$ cat config.mk
export PLATFORM = sky130hd
export DESIGN_NAME = serial_subtractor_8bit
export DESIGN_NICKNAME = d
export VERILOG_FILES = /design/src/rtl/serial_sub_pkg.sv /design/src/rtl/full_subtractor_bit.sv /design/src/rtl/serial_subtractor_8bit.sv
export SDC_FILE = /design/constraint.sdc
export NUM_CORES = 1
export LEC_CHECK = 0
export ABC_AREA = 1
export BUFFER_PORTS_ARGS = -buffer_cell sky130_fd_sc_hd__buf_2
export CAP_MARGIN = 20
export CORE_ASPECT_RATIO = 1.1
export CORE_MARGIN = 5
export CORE_UTILIZATION = 45
export CTS_CLUSTER_DIAMETER = 150
export CTS_CLUSTER_SIZE = 14
export DETAILED_ROUTE_END_ITERATION = 8
export PLACE_DENSITY = 0.65
export SETUP_SLACK_MARGIN = 0.05
export SYNTH_ARGS = -nofsm -noshare
export SYNTH_HDL_FRONTEND = slang
export SYNTH_SLANG_ARGS = --single-unit
$ cat constraint.sdc
create_clock -name clk -period 1.55 [get_ports clk]
set_input_delay 0.465 -clock clk [delete_from_list [all_inputs] [get_ports clk]]
set_output_delay 0.465 -clock clk [all_outputs]
set_load 0.005 [all_outputs]
$ cat src/rtl/serial_sub_pkg.sv
// Shared definitions for the bit-serial subtractor.
//
// Contents:
//   state_t        FSM state encoding (IDLE, RUN, DONE)
//   DEFAULT_WIDTH  default operand/result width
//   count_width()  bit counter width for a given operand width
package serial_sub_pkg;

    typedef enum logic [1:0] {
        IDLE = 2'd0,
        RUN  = 2'd1,
        DONE = 2'd2
    } state_t;

    localparam int DEFAULT_WIDTH = 8;

    // The counter must hold the values 0 .. width-1.
    // Width is at least 2, so the result is never below 1 bit.
    function automatic int count_width(input int width);
        return (width < 2) ? 1 : $clog2(width);
    endfunction

endpackage

$ cat src/rtl/full_subtractor_bit.sv
// One-bit full subtractor cell: computes a - b - bin.
//
// Ports:
//   a     in   minuend bit
//   b     in   subtrahend bit
//   bin   in   borrow in
//   d     out  difference bit
//   bout  out  borrow out
module full_subtractor_bit (
    input  logic a,
    input  logic b,
    input  logic bin,
    output logic d,
    output logic bout
);

    // A borrow is generated when b exceeds a.
    // An incoming borrow is passed on when a equals b.
    assign d    = a ^ b ^ bin;
    assign bout = (~a & b) | (~(a ^ b) & bin);

endmodule

$ cat src/rtl/serial_subtractor_8bit.sv
// Bit-serial two's-complement subtractor computing inA - inB.
// It processes one bit per clock, LSB first, under a start/done handshake.
// A start accepted at edge 0 runs over edges 1..WIDTH.
// done pulses in the cycle after edge WIDTH.
//
// Optional feature macro: SERIAL_SUB_FLAGS_EN adds the zero and overflow flags.
//
// Ports:
//   clk         in   clock, rising edge
//   rst_n       in   asynchronous active-low reset
//   start       in   request a subtraction (ignored while busy)
//   inA         in   minuend, captured on the accepted start edge
//   inB         in   subtrahend, captured on the accepted start edge
//   busy        out  high while the RUN state is active
//   done        out  one-cycle pulse when the result is ready
//   diff        out  inA - inB modulo 2^WIDTH, held until the next result
//   borrow_out  out  1 when inA < inB (unsigned)
//   zero        out  diff == 0                  (SERIAL_SUB_FLAGS_EN only)
//   overflow    out  signed overflow of inA-inB (SERIAL_SUB_FLAGS_EN only)
module serial_subtractor_8bit
    import serial_sub_pkg::*;
#(
    parameter int WIDTH = DEFAULT_WIDTH
) (
    input  logic             clk,
    input  logic             rst_n,
    input  logic             start,
    input  logic [WIDTH-1:0] inA,
    input  logic [WIDTH-1:0] inB,
    output logic             busy,
    output logic             done,
    output logic [WIDTH-1:0] diff,
    output logic             borrow_out
`ifdef SERIAL_SUB_FLAGS_EN
    ,
    output logic             zero,
    output logic             overflow
`endif
);

    localparam int            CW   = count_width(WIDTH);
    localparam logic [CW-1:0] LAST = CW'(WIDTH - 1);

    state_t           state;
    state_t           state_next;
    logic [CW-1:0]    count;
    logic [WIDTH-1:0] a_sh;
    logic [WIDTH-1:0] b_sh;
    logic [WIDTH-2:0] res_sh;
    logic [WIDTH-1:0] res_next;
    logic             br;
    logic             bit_d;
    logic             bit_bout;
    logic             accept;
    logic             last_bit;

    // A single cell is shared by every bit position.
    // The operand LSBs are shifted into it one cycle at a time.
    full_subtractor_bit u_cell (
        .a    (a_sh[0]),
        .b    (b_sh[0]),
        .bin  (br),
        .d    (bit_d),
        .bout (bit_bout)
    );

    assign accept   = (state != RUN) && start;
    assign last_bit = (state == RUN) && (count == LAST);

    // Partial result with the new bit shifted in at the MSB.
    // After the last bit it is the complete difference.
    assign res_next = {bit_d, res_sh};

    assign busy = (state == RUN);
    assign done = (state == DONE);

    // State register.
    always_ff @(posedge clk or negedge rst_n) begin
        if (!rst_n) begin
            state <= IDLE;
        end else begin
            state <= state_next;
        end
    end

    // Next-state logic.
    // A start during the DONE cycle goes straight back to RUN, which allows
    // back-to-back operations.
    always_comb begin
        state_next = state;
        case (state)
            IDLE:    if (start) state_next = RUN;
            RUN:     if (count == LAST) state_next = DONE;
            DONE:    state_next = start ? RUN : IDLE;
            default: state_next = IDLE;
        endcase
    end

    // Datapath: operand shift registers, the borrow chain and the bit counter.
    // The partial result builds up in res_sh. It is copied to diff only on the
    // final bit, so the previous result stays visible while the next one runs.
    always_ff @(posedge clk or negedge rst_n) begin
        if (!rst_n) begin
            count      <= '0;
            a_sh       <= '0;
            b_sh       <= '0;
            res_sh     <= '0;
            br         <= 1'b0;
            diff       <= '0;
            borrow_out <= 1'b0;
        end else if (accept) begin
            a_sh  <= inA;
            b_sh  <= inB;
            br    <= 1'b0;
            count <= '0;
        end else if (state == RUN) begin
            a_sh   <= a_sh >> 1;
            b_sh   <= b_sh >> 1;
            res_sh <= res_next[WIDTH-1:1];
            br     <= bit_bout;
            count  <= count + CW'(1);
            if (last_bit) begin
                diff       <= res_next;
                borrow_out <= bit_bout;
            end
        end
    end

`ifdef SERIAL_SUB_FLAGS_EN
    logic a_msb;
    logic b_msb;

    // Flags are taken from the operand MSBs saved at start and the final
    // difference bit. They update on the same edge as diff.
    always_ff @(posedge clk or negedge rst_n) begin
        if (!rst_n) begin
            a_msb    <= 1'b0;
            b_msb    <= 1'b0;
            zero     <= 1'b1;
            overflow <= 1'b0;
        end else if (accept) begin
            a_msb <= inA[WIDTH-1];
            b_msb <= inB[WIDTH-1];
        end else if (last_bit) begin
            zero     <= (res_next == '0);
            overflow <= (a_msb ^ b_msb) & (a_msb ^ bit_d);
        end
    end
`endif

endmodule
# --- Word-level counts from Yosys, hierarchy flattened ---
# Cells that the tools add are included.
totals:
  regBits: 38
  latchBits: 0
  ramBits: 0
  mem_bits_ro: 0
  in_bits: 19
  elab_cells: 42
  memories: 0
op_classes:
  add_sub_neg: 1
  n_mul: 0
  div_mod_pow: 0
  order_cmp: 0
  n_eq_ne: 6
  shifts: 0
  mux: 12
  bitwise_logic: 8
  reduce_logical: 7
op_table:
  columns: ["op", "n"]
  rows:
  - ["$mux W8", 4]
  - ["$mux W3", 2]
  - ["$pmux W2 S3", 1]
  - ["$mux W2", 2]
  - ["$ne A2 B1 Y1 const B", 2]
  - ["$reduce_and A2 Y1", 2]
  - ["$add A3 B1 Y3 const B", 1]
  - ["$eq A3 B3 Y1 const B", 1]
  - ["$mux W1", 3]
  - ["$not A1 Y1", 3]
  - ["$reduce_and A3 Y1", 1]
  - ["$and A1 B1 Y1", 2]
  - ["$eq A2 B1 Y1 const B", 1]
  - ["$eq A2 B2 Y1 const B", 1]
  - ["$logic_and A1 B1 Y1", 2]
  - ["$logic_not A2 Y1", 1]
  - ["$ne A2 B2 Y1 const B", 1]
  - ["$reduce_bool A2 Y1", 1]
  - ["$xor A1 B1 Y1", 2]
  - ["$or A1 B1 Y1", 1]

# --- Depth between registers and ports, before layout ---
logic_depth:
  ltp_word: 6
  ltp_mapped: 6
  ltp_nobuf: 6

# --- By module ---
# Synthesis repeated with hierarchy kept, for this count alone.
unflattened:
  cells_unflattened: 182
  hier_area_um2: 1655.3
by_module_without_submodules:
  columns: ["mod", "instances", "cells_each", "area_each_um2", "seq_area_each_um2"]
  rows:
  - ["serial_subtractor_8bit", 1, 178, 1624.1, 950.9]
  - ["full_subtractor_bit", 1, 4, 31.3, 0.0]

# --- Worst setup path after synthesis ---
# OpenSTA, ideal clock, no wires.
synth_timing:
  path_kind: "reg-to-output"
  start: "reg state[0]"
  end: "out busy"
  t_arrival_ns: 0.735
  required_time_ns: 1.085
  slack_ns: 0.350
  stages_incl_launch_ff: 4
  n_path_buf: 1
  cell_sequence: "dfrtp_1 inv_2 nor2_4 buf_4"
synth_via:
  elab_chain_cells: 1
synth_lines:
  columns: ["item", "line_no", "rtl"]
  rows:
  - ["start, declared", "serial_subtractor_8bit.sv:44", "state_t state;"]
  - ["start signal, assigned", "serial_subtractor_8bit.sv:82", "state <= state_next;"]
  - ["$eq A2 B1 Y1", "serial_subtractor_8bit.sv:74", "assign busy = (state == RUN);"]
  - ["end, declared", "serial_subtractor_8bit.sv:30", "output logic busy,"]
# Every way passes these cells.

# --- Worst setup path after layout ---
layout_timing:
  start: "reg state[1]"
  end: "out busy"
# Same word-level chain as after synthesis.

==> results.py <==
metrics = {
    "logic_synthesis": {
        "synth_top_cell_area_share_pct": 54.6,
        "synth_area_leaders": "dfrtp_1, nand3_1, nand2_1",
        "yosysSeqAreaShare_pct": 54.6,
        "ys_async_sr_fraction_pct": 100,
        "synth.yosys.warnings": 0,
        "ys_seq_elements": 38,
        "yosysUniqueCellTypes": 21,
        "syn-cell-area_mm2": 0.00174,
        "avgSynthCellArea_um2": 9.56,
        "synth_flop_cell": "dfrtp_1",
        "synth_area_leader_cell": "dfrtp_1",
        "synth_edf_count": 0,
        "syn_inst": 182,
        "synth_commonest_cells": "nand2_1, nand3_1, dfrtp_1, inv_1, nand3_2",
        "syn-num-nets": 204,
        "yosysMostFrequentCell": "nand2_1",
    },
    "setup_path": {
        "arrival_ns": 0.96,
        "crit_fanout": 3,
        "crit_path_end_kind": "output port",
        "worst_path_max_delay_cell": "dfrtp_1",
        "reg2reg_depth": 6,
        "critPathKind": "reg2out",
        "max_stage_delay_ns": 0.42,
        "required_ns": 1.08,
        "cp-start-kind": "flop",
        "crit_chain": "nor2_4, buf_2",
    },
    "sta": {
        "hold_viol": 0,
        "worst-slew-pin-transition_ns": 0.472,
        "hold_ws_ns": 0.214,
        "final.setup.tns_ns": 0,
        "period_needed_ns": 1.43,
        "slew_headroom_pct": 68.5,
        "clock_skew_ns": 0.00152,
        "fmaxAchievable_mhz": 700,
        "slew_violations": 0,
        "fin_crit_sh_pct": 92.2,
        "setup_violations": 0,
        "rsz0062_at_grt": "false",
    },
    "detailed_routing": {
        "vias": 1278,
        "dr.pass1.iters": 4,
        "via_per_inst": 4.86,
        "drc": 0,
        "drt-initial-drc-count": 60,
        "wl_mm": 3.12,
        "final_antenna_net_count": 0,
        "routedWlPerCell_um": 11.9,
    },
    "power_and_ir_drop": {
        "power_frac_comb_pct": 37.2,
        "p_leak_uw": 0.00103,
        "powerDensity_mw_per_mm2": 1830,
        "ir_drop_mv": 0.697,
        "fin_total_pwr_uw": 3610,
        "p_seq_share_pct": 45.6,
        "p_switching_uw": 1340,
        "p_int_uw": 2280,
        "swShare_pct": 37.1,
        "p_clk_share_pct": 17.2,
    },
    "layout": {
        "drive_gt1_share_pct": 27.2,
        "nFillCells": 366,
        "stdcell_area_mm2": 0.00198,
        "antenna_cells": 0,
        "nets": 235,
        "stdcell_count": 263,
        "syn2layout_area_growth_pct": 13.7,
    },
    "clock_tree": {
        "tritoncts": "done",
        "clk_path_buf_depth": 2,
        "cts_resized": 0,
        "post_cts_buffers": 0,
        "clkTransAtPathRegs_ns": 0.07,
        "numClockSinks": 38,
        "cts_buffers": 5,
        "root_buffer": "clkbuf_8",
        "ctsHtreeMaxLevel": 2,
        "clock_latency_ns": 0.28,
        "cts_hold_buffers": 0,
    },
    "grt": {
        "grt_pass1_vias": 1269,
        "antenna_found_initial": 0,
        "grt_first_pass_wirelength_mm": 5.57,
        "grt_use_total_pct": 13.5,
        "grt_max_degree": 39,
        "grt-ovfl-total": 0,
    },
    "floorplan": {
        "num_io_pins": 30,
        "dieArea_mm2": 0.00521,
        "start_util_pct": 47.2,
        "die_h_um": 75.2,
        "rows": 23,
        "die_w_um": 69.3,
        "core_area_mm2": 0.00368,
    },
    "status": {
        "outcome": "finished clean",
    },
    "hold_path": {
        "hold_path_class": "in2async",
    },
    "place": {
        "io_buffers": 29,
        "dp_hpwl_mm": 2.16,
        "placed_cells": 256,
        "place_congestion": 0.778,
        "place_area_mm2": 0.00190,
    },
    "flow_run": {
        "drv_cap": 0,
    },
}
through the flow:
step	utilization, %	setup WS [ns]
detailed placement	51.6	0.185
floorplan	-	0.350
finish	53.7	0.122
CTS	53.7	0.0923
global placement	51.6	0.242
global route	53.7	0.0604
power groups by stage:
stage | registers (µW) | logic [µW] | clock network (µW)
floorplan | 1630 | 1130 | 0
CTS | 1650 | 1380 | 653
global placement | 1650 | 1330 | 0
detailed placement | 1670 | 1370 | 0
global route | 1700 | 1560 | 690
finish | 1650 | 1340 | 621
cell type report:
class | instances | area (µm²) | area share (%)
Multi-Input combinational cell | 123 | 646 | 32.6
Clock inverter | 2 | 10.0 | 0.506
Timing Repair Buffer | 35 | 203 | 10.2
Tap cell | 50 | 62.6 | 3.16
Inverter | 10 | 37.5 | 1.90
Clock buffer | 5 | 68.8 | 3.48
Sequential cell | 38 | 951 | 48.1
metal layers:
layer	routed length [µm]	part of all wire [%]	track usage (%)	up-vias
li1	-	-	-	652
met1	1440	46	15.3	593
met2	1460	47	23.3	27
met3	174	5.6	5.21	6
met4	46	1.5	5.42	0
met5	0	0	0	-
cell families after synthesis:
group                      after synthesis  synth area share (%)
AOI/OAI and AO/OA                        9                  3.31
adders and majority gates                3                  2.59
buffers and inverters                   21                  8.27
DFF                                     38                  54.6
and+or+nand+nor                        111                  31.2
worst paths after layout:
kind	startpoint	to	slack (ns)
setup / recovery	state[1]	busy	0.12
setup reg to reg	count[0]	diff[3]	0.27
hold reg to reg	diff[7]	diff[7]	0.46
hold / removal	rst_n	diff[0]	0.21
max in group asynchronous	rst_n	b_sh[4]	1.00
min in group clk	inB[3]	b_sh[3]	0.41
registers in the layout (all words and copies together), names as in the netlist:
signal	cells
diff	8
count	3
borrow_out	1
state	2
a_sh	8
b_sh	8
res_sh	7
br	1
layout by cell type (no fill, tap or decap), types with 3 or more instances in the layout:
cell      count
nand2_1      56
nand3_1      43
dfrtp_1      38
buf_2        29
inv_1         8
nand3_2       7
clkbuf_8      5
buf_4         5
o21ai_0       3
o21ai_2       3
critical path, delay by kind of cell (launching register included):
| family | cells | cell delay, ns |
|---|---|---|
| buffers and inverters | 1 | 0.12 |
| flip-flops | 1 | 0.42 |
| AND/OR/NAND/NOR | 1 | 0.14 |
(Power assumes the default switching activity.)
